[src/rtl/arm_pkg.sv]
// Shared NZCV definitions for the status flag unit.
// Bit indices, condition codes and the exception FSM states.
package arm_pkg;

  localparam int N_IDX = 3;
  localparam int Z_IDX = 2;
  localparam int C_IDX = 1;
  localparam int V_IDX = 0;

  localparam logic [3:0] COND_EQ = 4'd0;
  localparam logic [3:0] COND_NE = 4'd1;
  localparam logic [3:0] COND_CS = 4'd2;
  localparam logic [3:0] COND_CC = 4'd3;
  localparam logic [3:0] COND_MI = 4'd4;
  localparam logic [3:0] COND_PL = 4'd5;
  localparam logic [3:0] COND_VS = 4'd6;
  localparam logic [3:0] COND_VC = 4'd7;
  localparam logic [3:0] COND_HI = 4'd8;
  localparam logic [3:0] COND_LS = 4'd9;
  localparam logic [3:0] COND_GE = 4'd10;
  localparam logic [3:0] COND_LT = 4'd11;
  localparam logic [3:0] COND_GT = 4'd12;
  localparam logic [3:0] COND_LE = 4'd13;
  localparam logic [3:0] COND_AL = 4'd14;

  typedef enum logic {
    ST_USER = 1'b0,
    ST_EXC  = 1'b1
  } exc_state_e;

endpackage

[src/rtl/status_flag_unit_if.sv]
// EXE-side flag sources and the NZCV status bus to ID.
// master drives the EXE inputs, slave is the flag unit.
interface status_flag_unit_if #(
  parameter int DATA_W = 32
);
  logic              exe_valid;
  logic              exe_s;
  logic [DATA_W-1:0] alu_res;
  logic              alu_c;
  logic              alu_v;
  logic              alu_arith;
  logic              msr_we;
  logic [3:0]        msr_flags;
  logic [3:0]        id_cond;
  logic [3:0]        status;
  logic [3:0]        status_fwd;
  logic              cond_hazard;

  modport master (
    output exe_valid, exe_s, alu_res,
    output alu_c, alu_v, alu_arith,
    output msr_we, msr_flags, id_cond,
    input  status, status_fwd, cond_hazard
  );

  modport slave (
    input  exe_valid, exe_s, alu_res,
    input  alu_c, alu_v, alu_arith,
    input  msr_we, msr_flags, id_cond,
    output status, status_fwd, cond_hazard
  );
endinterface

[src/rtl/nzcv_gen.sv]
// Combinational NZCV generator for EXE-stage ALU results.
// Logical ops keep the old V; arithmetic ops take ALU V.
module nzcv_gen
  import arm_pkg::*;
#(
  parameter int DATA_W = 32
) (
  input  logic [DATA_W-1:0] i_res,
  input  logic              i_c,
  input  logic              i_v,
  input  logic              i_arith,
  input  logic              i_old_v,
  output logic [3:0]        o_flags
);

  // Build {N,Z,C,V} from the result and carry/overflow
  always_comb begin
    o_flags        = 4'b0000;
    o_flags[N_IDX] = i_res[DATA_W-1];
    o_flags[Z_IDX] = (i_res == '0);
    o_flags[C_IDX] = i_c;
    o_flags[V_IDX] = i_arith ? i_v : i_old_v;
  end

endmodule

[src/rtl/status_flag_unit.sv]
// CPSR flag register, one-deep SPSR and exception FSM.
// Drives registered and forwarded NZCV to ID-stage cond check.
module status_flag_unit
  import arm_pkg::*;
#(
  parameter int DATA_W = 32,
  parameter int FWD_EN = 1
) (
  input  logic                i_clk,
  input  logic                i_rst,
  input  logic                i_freeze,
  input  logic                i_flush,
  input  logic                i_exc_enter,
  input  logic                i_exc_return,
  status_flag_unit_if.slave   bus,
  output logic                o_in_exc,
  output logic                o_exc_err
);

  localparam logic P_FWD = (FWD_EN != 0);

  logic [3:0] r_status;
  logic [3:0] r_spsr;
  exc_state_e r_state;
  logic       r_in_exc;
  logic       r_exc_err;

  logic [3:0] w_gen;
  logic [3:0] w_next;
  logic       w_exe_wr;
  logic       w_wr;
  logic       w_both;
  logic       w_enter;
  logic       w_return;
  logic       w_exc_evt;
  logic       w_exc_err;
  logic       w_take;

  nzcv_gen #(
    .DATA_W (DATA_W)
  ) u_gen (
    .i_res   (bus.alu_res),
    .i_c     (bus.alu_c),
    .i_v     (bus.alu_v),
    .i_arith (bus.alu_arith),
    .i_old_v (r_status[V_IDX]),
    .o_flags (w_gen)
  );

  assign w_exe_wr = bus.exe_valid & bus.exe_s & ~i_flush;
  assign w_wr     = bus.msr_we | w_exe_wr;
  assign w_next   = bus.msr_we ? bus.msr_flags : w_gen;

  assign w_both   = i_exc_enter & i_exc_return;
  assign w_enter  = i_exc_enter & ~w_both
                  & (r_state == ST_USER);
  assign w_return = i_exc_return & ~w_both
                  & (r_state == ST_EXC);
  assign w_exc_evt = w_enter | w_return;

  assign w_exc_err = w_both
    | (i_exc_enter & (r_state == ST_EXC))
    | (i_exc_return & (r_state == ST_USER));

  assign w_take = w_wr & ~i_freeze & ~w_exc_evt;

  // FSM, CPSR and SPSR update; exception moves beat flag writes
  always_ff @(posedge i_clk) begin
    if (i_rst) begin
      r_status  <= 4'b0000;
      r_spsr    <= 4'b0000;
      r_state   <= ST_USER;
      r_in_exc  <= 1'b0;
      r_exc_err <= 1'b0;
    end else if (i_freeze) begin
      r_exc_err <= 1'b0;
    end else begin
      r_exc_err <= w_exc_err;
      if (w_enter) begin
        r_spsr   <= r_status;
        r_state  <= ST_EXC;
        r_in_exc <= 1'b1;
      end else if (w_return) begin
        r_status <= r_spsr;
        r_state  <= ST_USER;
        r_in_exc <= 1'b0;
      end else if (w_wr) begin
        r_status <= w_next;
      end
    end
  end

  assign bus.status      = r_status;
  assign bus.status_fwd  = (P_FWD & w_take) ? w_next
                                            : r_status;
  assign bus.cond_hazard = ~P_FWD & w_wr
                         & (bus.id_cond != COND_AL);
  assign o_in_exc        = r_in_exc;
  assign o_exc_err       = r_exc_err;

endmodule
[src/flat_wrapper.sv]
// flat-port wrapper written by rule: the top's interface ports become plain ports
module status_flag_unit_flat import arm_pkg::*;
#(
  parameter int DATA_W = 32,
  parameter int FWD_EN = 1
)
  (i_clk, i_rst, i_freeze, i_flush, i_exc_enter, i_exc_return, o_in_exc, o_exc_err, bus_exe_valid, bus_exe_s, bus_alu_res, bus_alu_c, bus_alu_v, bus_alu_arith, bus_msr_we, bus_msr_flags, bus_id_cond, bus_status, bus_status_fwd, bus_cond_hazard);
  status_flag_unit_if #(.DATA_W(DATA_W)) bus_i ();
  input  logic i_clk;
  input  logic i_rst;
  input  logic i_freeze;
  input  logic i_flush;
  input  logic i_exc_enter;
  input  logic i_exc_return;
  output logic o_in_exc;
  output logic o_exc_err;
  input wire logic [$bits(bus_i.exe_valid)-1:0] bus_exe_valid;
  input wire logic [$bits(bus_i.exe_s)-1:0] bus_exe_s;
  input wire logic [$bits(bus_i.alu_res)-1:0] bus_alu_res;
  input wire logic [$bits(bus_i.alu_c)-1:0] bus_alu_c;
  input wire logic [$bits(bus_i.alu_v)-1:0] bus_alu_v;
  input wire logic [$bits(bus_i.alu_arith)-1:0] bus_alu_arith;
  input wire logic [$bits(bus_i.msr_we)-1:0] bus_msr_we;
  input wire logic [$bits(bus_i.msr_flags)-1:0] bus_msr_flags;
  input wire logic [$bits(bus_i.id_cond)-1:0] bus_id_cond;
  output wire logic [$bits(bus_i.status)-1:0] bus_status;
  output wire logic [$bits(bus_i.status_fwd)-1:0] bus_status_fwd;
  output wire logic [$bits(bus_i.cond_hazard)-1:0] bus_cond_hazard;
  assign bus_i.exe_valid = bus_exe_valid;
  assign bus_i.exe_s = bus_exe_s;
  assign bus_i.alu_res = bus_alu_res;
  assign bus_i.alu_c = bus_alu_c;
  assign bus_i.alu_v = bus_alu_v;
  assign bus_i.alu_arith = bus_alu_arith;
  assign bus_i.msr_we = bus_msr_we;
  assign bus_i.msr_flags = bus_msr_flags;
  assign bus_i.id_cond = bus_id_cond;
  assign bus_status = bus_i.status;
  assign bus_status_fwd = bus_i.status_fwd;
  assign bus_cond_hazard = bus_i.cond_hazard;
  status_flag_unit #(.DATA_W(DATA_W), .FWD_EN(FWD_EN)) u_core (.i_clk(i_clk), .i_rst(i_rst), .i_freeze(i_freeze), .i_flush(i_flush), .i_exc_enter(i_exc_enter), .i_exc_return(i_exc_return), .bus(bus_i), .o_in_exc(o_in_exc), .o_exc_err(o_exc_err));
endmodule
[config.mk]
export PLATFORM = sky130hd
export DESIGN_NAME = status_flag_unit_flat
export DESIGN_NICKNAME = d
export VERILOG_FILES = /design/src/rtl/arm_pkg.sv /design/src/rtl/status_flag_unit_if.sv /design/src/rtl/nzcv_gen.sv /design/src/rtl/status_flag_unit.sv /design/src/flat_wrapper.sv
export SDC_FILE = /design/constraint.sdc
export NUM_CORES = 1
export LEC_CHECK = 0
export BUFFER_PORTS_ARGS = -buffer_cell sky130_fd_sc_hd__buf_2
export CAP_MARGIN = 25
export CORE_UTILIZATION = 31
export DETAILED_ROUTE_END_ITERATION = 6
export PLACE_DENSITY = 0.66
export SYNTH_ARGS = -nofsm -noshare
export SYNTH_HDL_FRONTEND = slang
export SYNTH_SLANG_ARGS = --single-unit
[constraint.sdc]
create_clock -name i_clk -period 3.3 [get_ports i_clk]
set_input_delay 0 -clock i_clk [delete_from_list [all_inputs] [get_ports i_clk]]
set_output_delay 0 -clock i_clk [all_outputs]
set_load 0.02 [all_outputs]
==> out/qor.yml, run 1 <==
outcome: "completed"
p_per_area_nw_per_um2: 304.5
cp_top_family: "compound AO/OA/AOI/OAI gates"
ant_nets: 0
crit_fanout: 10
fp.dieH_um: 50.88
rr_endpoint: "u_core.bus.status[2]$_SDFFE_PP0P_"
hold_violations: 0
hp-start: "i_rst"
critical_path_arrival_ns: 2.02
gp_congestion: 0.7370
slew_headroom_pct: 58.19
core-area_um2: 2233
initial_utilization_pct: 33.17
yosysSeqAreaShare_pct: 27.03
num-fill-cells: 234
synth_fp_nets: 136
hp-class: "in2reg"
drc: 0
critical_path_required_ns: 3.30
port_buffers: 57
hold_buffers: 0
syn2layout_area_growth_pct: 40.37
fmax_ghz: 0.4957
ys_ff_latch: 10
post-route-min-period_ns: 2.017
critPathKind: "reg2out"
via_per_inst: 4.976
antenna_found_initial: 0
num_antenna_cells: 0
cts_sinks: 10
ff2ff_setup_slack_ns: 1.60
io_pins: 63
dr.pass1.iters: 3
fin_tns_setup_ns: 0
cp_slowest_cell: "a2111oi_4"
synth_area_leader_cell: "dfxtp_1"
path_clk_slew_ns: 0.07
crit_buf_inv: 1
synth_edf_count: 0
max_stage_delay_ns: 0.51
die_area_um2: 2589
cts_tree: "done"
numCtsBuffers: 3
post_cts_resized: 0
chipWidth_um: 50.88
p_leak_nw: 0.4788
rsz0062_at_grt: "no"
synth_top_cell_area_share_pct: 27.03
layout_commonest_cell: "buf_2"
cap_violations: 0
finalCritPeriodShare_pct: 61.14
slew_violations: 0
min_to: "u_core.bus.status[2]$_SDFFE_PP0P_"
netlist_area_um2: 740.7
hpwl_um: 1657
grt_usage_pct: 17.88
cp.depth: 4
skew_ns: 0.0004499
syn_avg_cell_area_um2: 8.818
nets: 191
wl_per_cell_um: 12.46
reg2reg_depth: 4
grt_max_degree: 11
cts_setup_buffers: 0
finalPower_mw: 0.3166
cts_max_level: 1
yosys_warnings: 0
setup_viol: 0
ys.flop_type: "dfxtp_1"
seq_area_um2: 200.2
startpoint: "u_core.r_state$_SDFFE_PP0P_"
clock_path_buffers: 2
cts_root_buffer: "clkbuf_4"
synthCells: 84
vdd_drop_max_uv: 198.2
endpoint_kind: "output pin"
clk_latency_ns: 0.26
mostFrequentLayoutCells: "buf_2 (57), dfxtp_1 (10), nor2_1 (8)"
r2r_start: "u_core.r_state$_SDFFE_PP0P_"
grt_pass1_vias: 820
drt_iter0_markers: 10
synthDistinctLibCells: 31
tightest_slew_ns: 0.6255
async_flop_share_pct: 0
routed_wl_um: 2056
whs_path_depth: 2
drive_gt1_share_pct: 54.01
multi_input_area_um2: 489.2
gr-total-overflow: 0
grt_pass1_wl_um: 3463
vias: 821
path_cells: "and3b_1 > a2111oi_4 > mux2_2 > buf_2"
rows: 17
synth_top_cells_by_area: "dfxtp_1 (27%), mux2_2 (11%), mux2i_1 (8.1%), nor4_1 (5.1%), a21oi_1 (4.1%)"
crit_path_start_kind: "flop"
[sequential cells by signal (all words and copies together), names as in the netlist]
name               flops
u_core.bus.status      4
u_core.r_spsr          4
u_core.o_exc_err       1
u_core.r_state         1
[metrics by stage]
stage	utilization (%)	cells	hold slack (ns)	area [um^2]	worst slack, ns
floorplan	-	84	0.1616	740.7	1.645
global placement	45.55	162	0.3097	1017	1.596
detailed placement	45.55	162	0.3149	1017	1.577
CTS	46.55	165	0.02759	1040	1.261
global route	46.55	165	0.05489	1040	1.184
finish	46.55	165	0.03721	1040	1.283
[logic make-up (layout without fill, tap and decap cells)]
logic type,after synthesis,in the layout,synth area share (%)
buffers and inverters,9,62,6.926
AOI/OAI and AO/OA,18,18,18.41
muxes,13,13,18.75
other,1,1,0.5063
DFF,10,10,27.03
and+or+nand+nor,33,33,28.38
[worst max path at each step]
stage / to / slack (ns)
floorplan: u_core.bus.status[2]$_SDFFE_PP0P_ / 1.64
global placement: bus_status_fwd[2] / 1.60
detailed placement: bus_status_fwd[1] / 1.58
CTS: bus_status_fwd[1] / 1.26
global route: bus_status_fwd[2] / 1.18
finish: bus_status_fwd[1] / 1.28
[synth_stat cells, types with 2 or more instances]
library cell,number
buf_2,2
nor2_1,8
nand3b_1,2
mux2_2,7
buf_4,2
inv_1,2
dfxtp_1,10
and3b_1,2
nor4_1,6
nand4_1,2
o21ai_0,5
nand2_1,2
clkbuf_1,2
a21oi_1,6
mux2i_1,6
a211oi_1,3
nor3_1,2
nand3_1,2
[area by class of cell]
cell class / instances / share of cell area [%]
clock buffers: 3 / 2.166
inverters: 2 / 0.7220
multi-input cells: 65 / 47.05
flip-flops and latches: 10 / 19.25
well taps: 28 / 3.369
repair buffers: 57 / 27.44
[worst register-to-register path: stages (launching register included)]
cell	delay, ns
dfxtp_1	0.42
and3b_1	0.27
a2111oi_4	0.51
a21boi_1	0.29
a2111oi_2	0.10
[power by group]
| part | internal (mW) | switching, mW |
|---|---|---|
| sequential | 0.126 | 0.00594 |
| clock | 0.0422 | 0.0439 |
| combinational | 0.0483 | 0.0503 |
[metal layers]
metal	part of all wire, %	global-route usage (%)	wire [um]
met5	0	0	0
met4	1.1	10.19	23
met3	4.9	3.869	100
met2	46	29.56	956
met1	48	21.27	977
No activity file was read; power rests on OpenSTA's default activity.
==> inputs of run 2 (changes only) <==
--- a/config.mk
+++ b/config.mk
@@ -9,7 +9,7 @@
 export CAP_MARGIN = 25
 export CORE_UTILIZATION = 31
 export DETAILED_ROUTE_END_ITERATION = 6
-export PLACE_DENSITY = 0.66
+export PLACE_DENSITY = 0.69
 export SYNTH_ARGS = -nofsm -noshare
 export SYNTH_HDL_FRONTEND = slang
 export SYNTH_SLANG_ARGS = --single-unit
==> constraint.sdc (replaced) <==
create_clock -name i_clk -period 1.7 [get_ports i_clk]
set_input_delay 0 -clock i_clk [delete_from_list [all_inputs] [get_ports i_clk]]
set_output_delay 0 -clock i_clk [all_outputs]
set_load 0.02 [all_outputs]
==> out/qor.yml, run 2 (same netlist as run 1, synthesis figures left out) <==
outcome: "finished, violations left"
violations: "negative setup slack"
drt_iter0_markers: 9  # -1
core-area_um2: 2233  # unchanged
nets: 198  # +3.7%
finalCritPeriodShare_pct: 102.1
gr-total-overflow: 0  # unchanged
clock_path_buffers: 2  # unchanged
num-fill-cells: 236  # +0.85%
timing.final.ws_setup_ns: -0.03525  # -1.318 ns
routed_wl_um: 2119  # +3.1%
endpoint_kind: "output pin"
grt_pass1_wl_um: 3574  # +3.2%
dr.pass1.iters: 4  # +1
path_clk_slew_ns: 0.07  # about the same
grt_max_degree: 11  # unchanged
cp.depth: 5  # +1
port_buffers: 57  # unchanged
fin_tns_setup_ns: -0.06906  # -0.06906 ns
critical_path.endpoint: "bus_status_fwd[3]"
vias: 841  # +2.4%
rows: 17  # unchanged
crit_path_start_kind: "flop"
syn2layout_area_growth_pct: 55.91
ant_nets: 0  # unchanged
r2r_start: "u_core.r_state$_SDFFE_PP0P_"
cp_slowest_cell: "dfxtp_4"
drc: 0  # unchanged
mostFrequentLayoutCells: "buf_2 (53), dfxtp_1 (9), nor2_1 (8)"
initial_utilization_pct: 33.17  # unchanged
setup_viol: 2  # +2
p_leak_nw: 0.5326  # +11%
whs_path_depth: 2  # unchanged
startpoint: "u_core.r_state$_SDFFE_PP0P_"
io_pins: 63  # unchanged
placed_area_um2: 1040  # +2.2%
fin_area_um2: 1155  # +11%
hp-class: "in2reg"
num_antenna_cells: 0  # unchanged
gp_congestion: 0.7324  # -0.62%
rsz0062_at_grt: "yes"
via_per_inst: 4.861  # -2.3%
hold_buffers: 0  # unchanged
cap_violations: 0  # unchanged
cts_root_buffer: "clkbuf_4"
cts_sinks: 10  # unchanged
wl_per_cell_um: 12.25  # -1.7%
seq_area_um2: 203.9  # +1.9%
critPathKind: "reg2out"
fp.dieH_um: 50.88  # unchanged
drive_gt1_share_pct: 59.31  # +5.3 points
pre_cts_slack_ns: 0.03693  # -1.540 ns
cp_top_family: "flip-flops"
max_stage_delay_ns: 0.35  # -0.16 ns
finalPower_mw: 0.6984  # +120%
cts_tree: "done"
slew_violations: 0  # unchanged
multi_input_area_um2: 509.2  # +4.1%
p_per_area_nw_per_um2: 604.7  # +99%
hold_slack_ns: 0.03861  # +0.001404 ns
critical_path_arrival_ns: 1.74  # -0.28 ns
critical_path_required_ns: 1.70  # -1.60 ns
rr_endpoint: "u_core.bus.status[2]$_SDFFE_PP0P_"
ff2ff_setup_slack_ns: 0.24  # -1.36 ns
clk_latency_ns: 0.27  # about the same
hpwl_um: 1613  # -2.7%
fin_util_pct: 51.71  # +5.2 points
cts_max_level: 1  # unchanged
fmax_ghz: 0.5763
layout_commonest_cell: "buf_2"
post-route-min-period_ns: 1.735
finalNonFillerCells: 173  # +4.8%
vdd_drop_max_uv: 443.0  # +120%
crit_fanout: 3  # -7
place_inst: 165  # +1.9%
chipWidth_um: 50.88  # unchanged
reg2reg_depth: 5  # +1
numCtsBuffers: 3  # unchanged
skew_ns: 0.002862  # +0.002412 ns
hold_violations: 0  # unchanged
path_cells: "and3b_2 > a2111oi_4 > buf_4 > mux2_2 > buf_6"
grt_usage_pct: 18.50  # +0.62 points
antenna_found_initial: 0  # unchanged
crit_buf_inv: 2  # +1
grt_pass1_vias: 828  # +0.98%
die_area_um2: 2589  # unchanged
[run 2: worst min path at each step]
| stage | slack [ns] | start | to |
|---|---|---|---|
| floorplan | 0.16 | i_exc_enter | u_core.r_state$_SDFFE_PP0P_ |
| detailed placement | 0.32 | i_rst | u_core.r_spsr[1]$_SDFFE_PP0P_ |
| CTS | 0.03 | i_rst | u_core.bus.status[1]$_SDFFE_PP0P_ |
| global route | 0.04 | i_rst | u_core.bus.status[1]$_SDFFE_PP0P_ |
| finish | 0.04 | i_rst | u_core.bus.status[1]$_SDFFE_PP0P_ |
| global placement | 0.31 | i_rst | u_core.r_spsr[2]$_SDFFE_PP0P_ |
[run 2: per-layer routing]
layer | GRT usage (%) | wire length (um) | vias to the layer above
li1 | - | - | 434
met1 | 23.23 | 976 | 373
met2 | 29.33 | 1002 | 28
met3 | 2.381 | 97 | 6
met4 | 12.50 | 42 | 0
met5 | 0 | 0 | -
[run 2: final cells by class]
cell class / count / share of cell area [%]
timing repair buffer: 64 / 31.42
inverter: 2 / 0.6501
tap: 28 / 3.034
clock buffer: 4 / 3.142
multi-input combinational: 65 / 44.10
sequential: 10 / 17.66
[run 2: timing repair]
item,in CTS,in global routing
setup endpoints to repair,4,4
resized for setup,8,7
pin swaps,1,1
setup buffers,3,1
[run 2: report_power, final]
group	internal, mW	switching, mW	leakage (nW)	total [mW]
Combinational	0.120	0.110	0.429	0.230
Sequential	0.244	0.00898	0.0822	0.253
Clock	0.130	0.0853	0.0210	0.215
